## config.mk

```make
export PLATFORM = sky130hd
export DESIGN_NAME = cache_route_dispatch
export DESIGN_NICKNAME = d
export VERILOG_FILES = /design/src/rtl/cache_route_dispatch.sv
export SDC_FILE = /design/constraint.sdc
export NUM_CORES = 1
export LEC_CHECK = 0
export ABC_AREA = 1
export ABC_CLOCK_PERIOD_IN_PS = 1800
export CAP_MARGIN = 20
export CELL_PAD_IN_SITES_DETAIL_PLACEMENT = 1
export CELL_PAD_IN_SITES_GLOBAL_PLACEMENT = 1
export CORE_ASPECT_RATIO = 0.9
export CORE_UTILIZATION = 39
export DETAILED_ROUTE_END_ITERATION = 8
export PLACE_DENSITY_LB_ADDON = 0.1
export SETUP_SLACK_MARGIN = 0.5
export SYNTH_ARGS = -nofsm -noshare
export SYNTH_HDL_FRONTEND = slang
export SYNTH_SLANG_ARGS = --single-unit
```

## constraint.sdc

```tcl
create_clock -name clk -period 1.8 [get_ports clk]
set_clock_uncertainty 0.05 [all_clocks]
set_input_delay 0.27 -clock clk [delete_from_list [all_inputs] [get_ports clk]]
set_output_delay 0.27 -clock clk [all_outputs]
set_load 0.03 [all_outputs]
```

## src/rtl/cache_route_dispatch.sv

```systemverilog
// Clocked front end of the 6-way cache route selector: buffers requests, decodes a one-hot
// route, and hands each one to the selector over a 2-phase drive/fire/free handshake.
module cache_route_dispatch #(
  parameter int DEPTH   = 4,
  parameter int TAG_W   = 8,
  parameter int TIMEOUT = 255
) (
  input  logic             clk,
  input  logic             rst,
  input  logic             req_valid,
  output logic             req_ready,
  input  logic [TAG_W-1:0] req_tag,
  input  logic             req_hit,
  input  logic             req_write,
  input  logic             req_dirty,
  input  logic             req_flush,
  output logic [5:0]       o_valid,
  output logic [TAG_W-1:0] o_tag,
  output logic             o_drive,
  input  logic             i_fire,
  input  logic             i_free,
  output logic             o_busy,
  output logic             o_err
);

  localparam int AW = (DEPTH > 1) ? $clog2(DEPTH) : 1;
  localparam int CW = AW + 1;
  localparam int EW = TAG_W + 4;
  localparam int TW = (TIMEOUT > 1) ? $clog2(TIMEOUT + 1) : 1;
  localparam logic           TMO_EN   = (TIMEOUT > 0) ? 1'b1 : 1'b0;
  localparam logic [TW-1:0]  TMO_LAST = TW'((TIMEOUT > 0) ? (TIMEOUT - 1) : 0);
  localparam logic [TW-1:0]  TMO_ONE  = TW'(1);
  localparam logic [AW-1:0]  PTR_ONE  = AW'(1);
  localparam logic [CW-1:0]  CNT_ONE  = CW'(1);
  localparam logic [CW-1:0]  FULL_CNT = CW'(DEPTH);

  localparam logic [1:0] IDLE      = 2'd0;
  localparam logic [1:0] SETUP     = 2'd1;
  localparam logic [1:0] WAIT_FIRE = 2'd2;
  localparam logic [1:0] WAIT_FREE = 2'd3;

  logic [1:0]       state_r, state_next_s;
  logic [EW-1:0]    mem_r [DEPTH];
  logic [AW-1:0]    wr_ptr_r, rd_ptr_r;
  logic [CW-1:0]    count_r, count_next_s;
  logic             ready_r, busy_r;
  logic [5:0]       valid_r, valid_next_s;
  logic [TAG_W-1:0] tag_r, tag_next_s;
  logic             drive_r, drive_next_s;
  logic             err_r, err_next_s;
  logic [TW-1:0]    tmo_cnt_r, tmo_next_s;
  logic [1:0]       fire_sync_r, free_sync_r;
  logic             fire_hist_r, free_hist_r;
  logic             push_s, pop_s, fire_ev_s, free_ev_s, tmo_hit_s;
  logic [EW-1:0]    head_s;

  // Route priority: flush wins, then hits split by direction, then dirty-victim misses.
  function automatic logic [5:0] decode_route(input logic hit, input logic write,
                                              input logic dirty, input logic flush);
    if (flush)               return 6'b100000;
    else if (hit && !write)  return 6'b000001;
    else if (hit && write)   return 6'b000010;
    else if (dirty)          return 6'b001000;
    else if (!write)         return 6'b000100;
    else                     return 6'b010000;
  endfunction

  // Next-state, FIFO occupancy and handshake event decode.
  always_comb begin
    push_s       = req_valid & ready_r;
    pop_s        = (state_r == IDLE) && (count_r != '0);
    head_s       = mem_r[rd_ptr_r];
    fire_ev_s    = fire_sync_r[1] ^ fire_hist_r;
    free_ev_s    = free_sync_r[1] ^ free_hist_r;
    tmo_hit_s    = TMO_EN && (tmo_cnt_r == TMO_LAST);
    state_next_s = state_r;
    valid_next_s = valid_r;
    tag_next_s   = tag_r;
    drive_next_s = drive_r;
    err_next_s   = err_r;
    case ({push_s, pop_s})
      2'b10:   count_next_s = count_r + CNT_ONE;
      2'b01:   count_next_s = count_r - CNT_ONE;
      default: count_next_s = count_r;
    endcase
    case (state_r)
      IDLE: begin
        if (pop_s) begin
          valid_next_s = decode_route(head_s[3], head_s[2], head_s[1], head_s[0]);
          tag_next_s   = head_s[EW-1:4];
          state_next_s = SETUP;
        end else begin
          state_next_s = IDLE;
        end
      end
      SETUP: begin
        drive_next_s = ~drive_r;
        state_next_s = WAIT_FIRE;
      end
      WAIT_FIRE: begin
        // A free seen alongside its fire completes the whole handshake at once.
        if (fire_ev_s && free_ev_s) begin
          valid_next_s = 6'b000000;
          tag_next_s   = '0;
          state_next_s = IDLE;
        end else if (fire_ev_s) begin
          state_next_s = WAIT_FREE;
        end else if (tmo_hit_s) begin
          err_next_s   = 1'b1;
          valid_next_s = 6'b000000;
          tag_next_s   = '0;
          state_next_s = IDLE;
        end else begin
          state_next_s = WAIT_FIRE;
        end
      end
      WAIT_FREE: begin
        if (free_ev_s || tmo_hit_s) begin
          err_next_s   = err_r | (tmo_hit_s & ~free_ev_s);
          valid_next_s = 6'b000000;
          tag_next_s   = '0;
          state_next_s = IDLE;
        end else begin
          state_next_s = WAIT_FREE;
        end
      end
      default: begin
        valid_next_s = 6'b000000;
        tag_next_s   = '0;
        state_next_s = IDLE;
      end
    endcase
    if (state_next_s != state_r) begin
      tmo_next_s = '0;
    end else if ((state_r == WAIT_FIRE) || (state_r == WAIT_FREE)) begin
      tmo_next_s = tmo_cnt_r + TMO_ONE;
    end else begin
      tmo_next_s = '0;
    end
  end

  // State, FIFO storage, synchronizers and registered outputs.
  always_ff @(posedge clk) begin
    if (rst) begin
      state_r     <= IDLE;
      wr_ptr_r    <= '0;
      rd_ptr_r    <= '0;
      count_r     <= '0;
      ready_r     <= 1'b1;
      busy_r      <= 1'b0;
      valid_r     <= 6'b000000;
      tag_r       <= '0;
      drive_r     <= 1'b0;
      err_r       <= 1'b0;
      tmo_cnt_r   <= '0;
      fire_sync_r <= 2'b00;
      free_sync_r <= 2'b00;
      fire_hist_r <= 1'b0;
      free_hist_r <= 1'b0;
      for (int i = 0; i < DEPTH; i++) mem_r[i] <= '0;
    end else begin
      if (push_s) begin
        mem_r[wr_ptr_r] <= {req_tag, req_hit, req_write, req_dirty, req_flush};
        wr_ptr_r        <= wr_ptr_r + PTR_ONE;
      end
      if (pop_s) rd_ptr_r <= rd_ptr_r + PTR_ONE;
      state_r     <= state_next_s;
      count_r     <= count_next_s;
      ready_r     <= (count_next_s != FULL_CNT);
      busy_r      <= (state_next_s != IDLE);
      valid_r     <= valid_next_s;
      tag_r       <= tag_next_s;
      drive_r     <= drive_next_s;
      err_r       <= err_next_s;
      tmo_cnt_r   <= tmo_next_s;
      fire_sync_r <= {fire_sync_r[0], i_fire};
      free_sync_r <= {free_sync_r[0], i_free};
      fire_hist_r <= fire_sync_r[1];
      free_hist_r <= free_sync_r[1];
    end
  end

  assign req_ready = ready_r;
  assign o_valid   = valid_r;
  assign o_tag     = tag_r;
  assign o_drive   = drive_r;
  assign o_busy    = busy_r;
  assign o_err     = err_r;

endmodule
```

==> impl_metrics.tcl <==
set metrics [dict create \
    worstSkewPairLatency_ns 0.34 \
    cts.sinks 91 \
    drv_slew 0 \
    crit_slowest_cell "fa_2" \
    final_hold_viol_count 0 \
    cts_tree "yes" \
    start_util 0.407 \
    drt-wirelength-per-cell_um 17.7 \
    synth-seq-cells 91 \
    postSynthAreaPerCell_sq_um 8.48 \
    vias 3533 \
    synthArstFlopShare 0 \
    grt_pass1_vias 3643 \
    p_leak_nw 2.49 \
    cp_cell_sequence "nor2_4 > o31ai_4 > inv_2 > ha_4 > inv_2 > fa_2 > a21oi_2 > o21ai_2 > a21oi_2 > nand3_1" \
    clockRootBuffer "clkbuf_16" \
    rows 34 \
    crit_fanout 2 \
    timing.final.crit_share 1.06 \
    drt_iter0_drc 105 \
    syn_area_sq_um 4000 \
    clkTransAtPathRegs_ns 0.06 \
    crit_arrival_ns 2.07 \
    cts_htree_levels 3 \
    startpoint_type "register" \
    failed_checks "negative setup slack" \
    finalSetupViolations 1 \
    fill_cells 1054 \
    clockBufferDepth 2 \
    grt_first_pass_wirelength_um 18600 \
    maxCapViolCount 0 \
    yosys_warnings 0 \
    worst_pin_slew_ns 0.318 \
    final_util 0.632 \
    synth-edff-count 48 \
    layout_min_cycle_time_ns 1.91 \
    synthFlopType "edfxtp_1" \
    ys_seq_area_frac 0.576 \
    required_ns 1.97 \
    drive_above_1_share 0.481 \
    clock.fmax_ghz 0.524 \
    grt_max_degree 25 \
    die_area_sq_um 10700 \
    die_y_um 98.0 \
    gp_congestion 0.753 \
    grt_usage 0.237 \
    core_area_sq_um 9830 \
    grt_antenna_before_repair 0 \
    irDropWorstVdd_uv 1450 \
    synthCells 471 \
    dpl.hpwl_um 6470 \
    diodes 0 \
    yosysTopAreaCell "edfxtp_1" \
    drt-pass1-iter-count 4 \
    setup_ws_ns -0.108 \
    cts_made_buffers 9 \
    area_growth_pct 55.3 \
    rsz0062_at_grt "yes" \
    synth.distinct_cells 30 \
    p_total_mw 10.2 \
    io-pin-count 35 \
    setup_tns_ns -0.108 \
    power-per-cell-area_nw_per_um2 1650 \
    wl_um 12300 \
    multi_input_area_sq_um 2130 \
    worstSetupPathType "register to register" \
    port_buffers 34 \
    outcome "finished, violations left" \
    end_kind "register" \
    viasPerCell 5.06 \
    nNetsFinal 589 \
    maxSlewHeadroom 0.788 \
    seqCellArea_sq_um 2320 \
    slowest_delay_ns 0.36 \
    yosys-top-cells-area "edfxtp_1 36%, dfxtp_1 22%, nor2_1 12%, nand2_1 8.4%, inv_1 5.4%" \
    die_x_um 109 \
    drt.antenna.violating_nets 0 \
    synth_nets 492 \
    grt_overflow 0 \
    min_path_type "register to register" \
    drc_errors 0 \
    netlist.area_leader.share 0.361 \
]
==> repair_timing <==
| action | in CTS | in global routing |
|---|---|---|
| setup endpoints to repair | 148 | 138 |
| resized for setup | 253 | 99 |
| pin swaps | 45 | 44 |
| hold buffers | 0 | 0 |
| gates cloned | 7 | 0 |
| setup buffers | 24 | 13 |
==> worst max-delay path, delay by kind of cell (launching register included) <==
kind | cells | cell delay, ns
AOI/OAI and AO/OA | 4 | 0.54
and+or+nand+nor | 2 | 0.24
adders and majority gates | 2 | 0.49
buffers and inverters | 2 | 0.13
DFF | 1 | 0.33
==> stage by stage <==
stage	instance area [sq um]	hold WS (ns)	cells	setup slack, ns
after global placement	4750	0.347	639	-0.193
after floorplan	4110	0.296	471	0.0610
final	6210	0.354	698	-0.108
after CTS	5880	0.366	685	-0.0186
after detailed placement	4750	0.358	639	-0.229
after global routing	6210	0.366	698	-0.169
==> layout by cell type (no fill, tap or decap), types with 3 or more instances in the layout <==
cell              n
buf_6            30
inv_1            32
nand2_1          62
nand2_4          11
buf_12            7
nand4_1           3
o21ai_1           5
o21ai_4           3
clkinvlp_4        5
xor2_1            4
nor2_4           41
nand2_2          17
nand3_1          16
dfxtp_1          28
nor2_1           51
o22ai_1           8
o21ai_2           4
inv_2            21
a21oi_2           6
edfxtp_1         48
buf_4            24
buf_16            4
nor2_2           34
clkbuf_16        11
inv_4             3
o21ai_0          15
buf_2            18
nand3_4           8
clkdlybuf4s50_1  15
dfxtp_2          14
==> flip-flops by register name (all words and copies together) (netlist names), 2 cells and up, named ones only <==
register / count
mem_r: 48
o_tag: 8
tmo_cnt_r: 8
o_valid: 6
count_r: 3
fire_sync_r: 2
free_sync_r: 2
rd_ptr_r: 2
state_r: 2
wr_ptr_r: 2
==> final timing paths <==
check / startpoint / endpoint / cells past startpoint / slack (ns)
worst min-delay path: free_sync_r[0] / free_sync_r[1] / 2 / 0.35
worst max register to register: state_r[0] / req_ready / 10 / -0.11
worst min register to register: free_sync_r[0] / free_sync_r[1] / 2 / 0.35
worst max-delay path: state_r[0] / req_ready / 10 / -0.11
==> report_power, final <==
| group | switching, mW | internal (mW) | total (mW) |
|---|---|---|---|
| Combinational | 3.20 | 2.51 | 5.71 |
| Clock | 0.771 | 0.919 | 1.69 |
| Sequential | 0.249 | 2.59 | 2.84 |
==> cells in the mapped netlist (3+ instances only) <==
library cell	count
a21oi_1	7
nand3_1	21
o22ai_1	8
inv_1	57
nor2_1	123
edfxtp_1	48
nand3_2	3
nand4_1	3
dfxtp_1	43
nand2_1	89
ha_1	3
xnor2_1	3
clkbuf_1	10
o21ai_0	25
xor2_1	4
==> layer usage <==
metal | routed length, um | share of wire | track usage
met1 | 5330 | 0.43 | 0.292
met3 | 367 | 0.030 | 0.0421
met2 | 6460 | 0.52 | 0.416
met4 | 189 | 0.015 | 0.0748
met5 | 0 | 0 | 0
==> cells by family (layout without fill, tap and decap cells) <==
group | after synthesis | in the layout | synth area share
AND/OR/NAND/NOR | 248 | 249 | 0.255
AO/OA/AOI/OAI | 45 | 45 | 0.0611
XOR/XNOR | 7 | 7 | 0.0153
adder cells (fa/ha/maj) | 4 | 4 | 0.0144
flip-flops | 91 | 91 | 0.576
buffers and inverters | 76 | 176 | 0.0780
==> layout make-up <==
| type | count | share of cell area |
|---|---|---|
| flip-flops and latches | 91 | 0.374 |
| inverters | 59 | 0.0401 |
| repair buffers | 102 | 0.174 |
| clock buffers | 10 | 0.0369 |
| clock inverters | 5 | 0.00504 |
| well taps | 126 | 0.0254 |
| multi-input cells | 305 | 0.344 |
(Power assumes the default switching activity.)
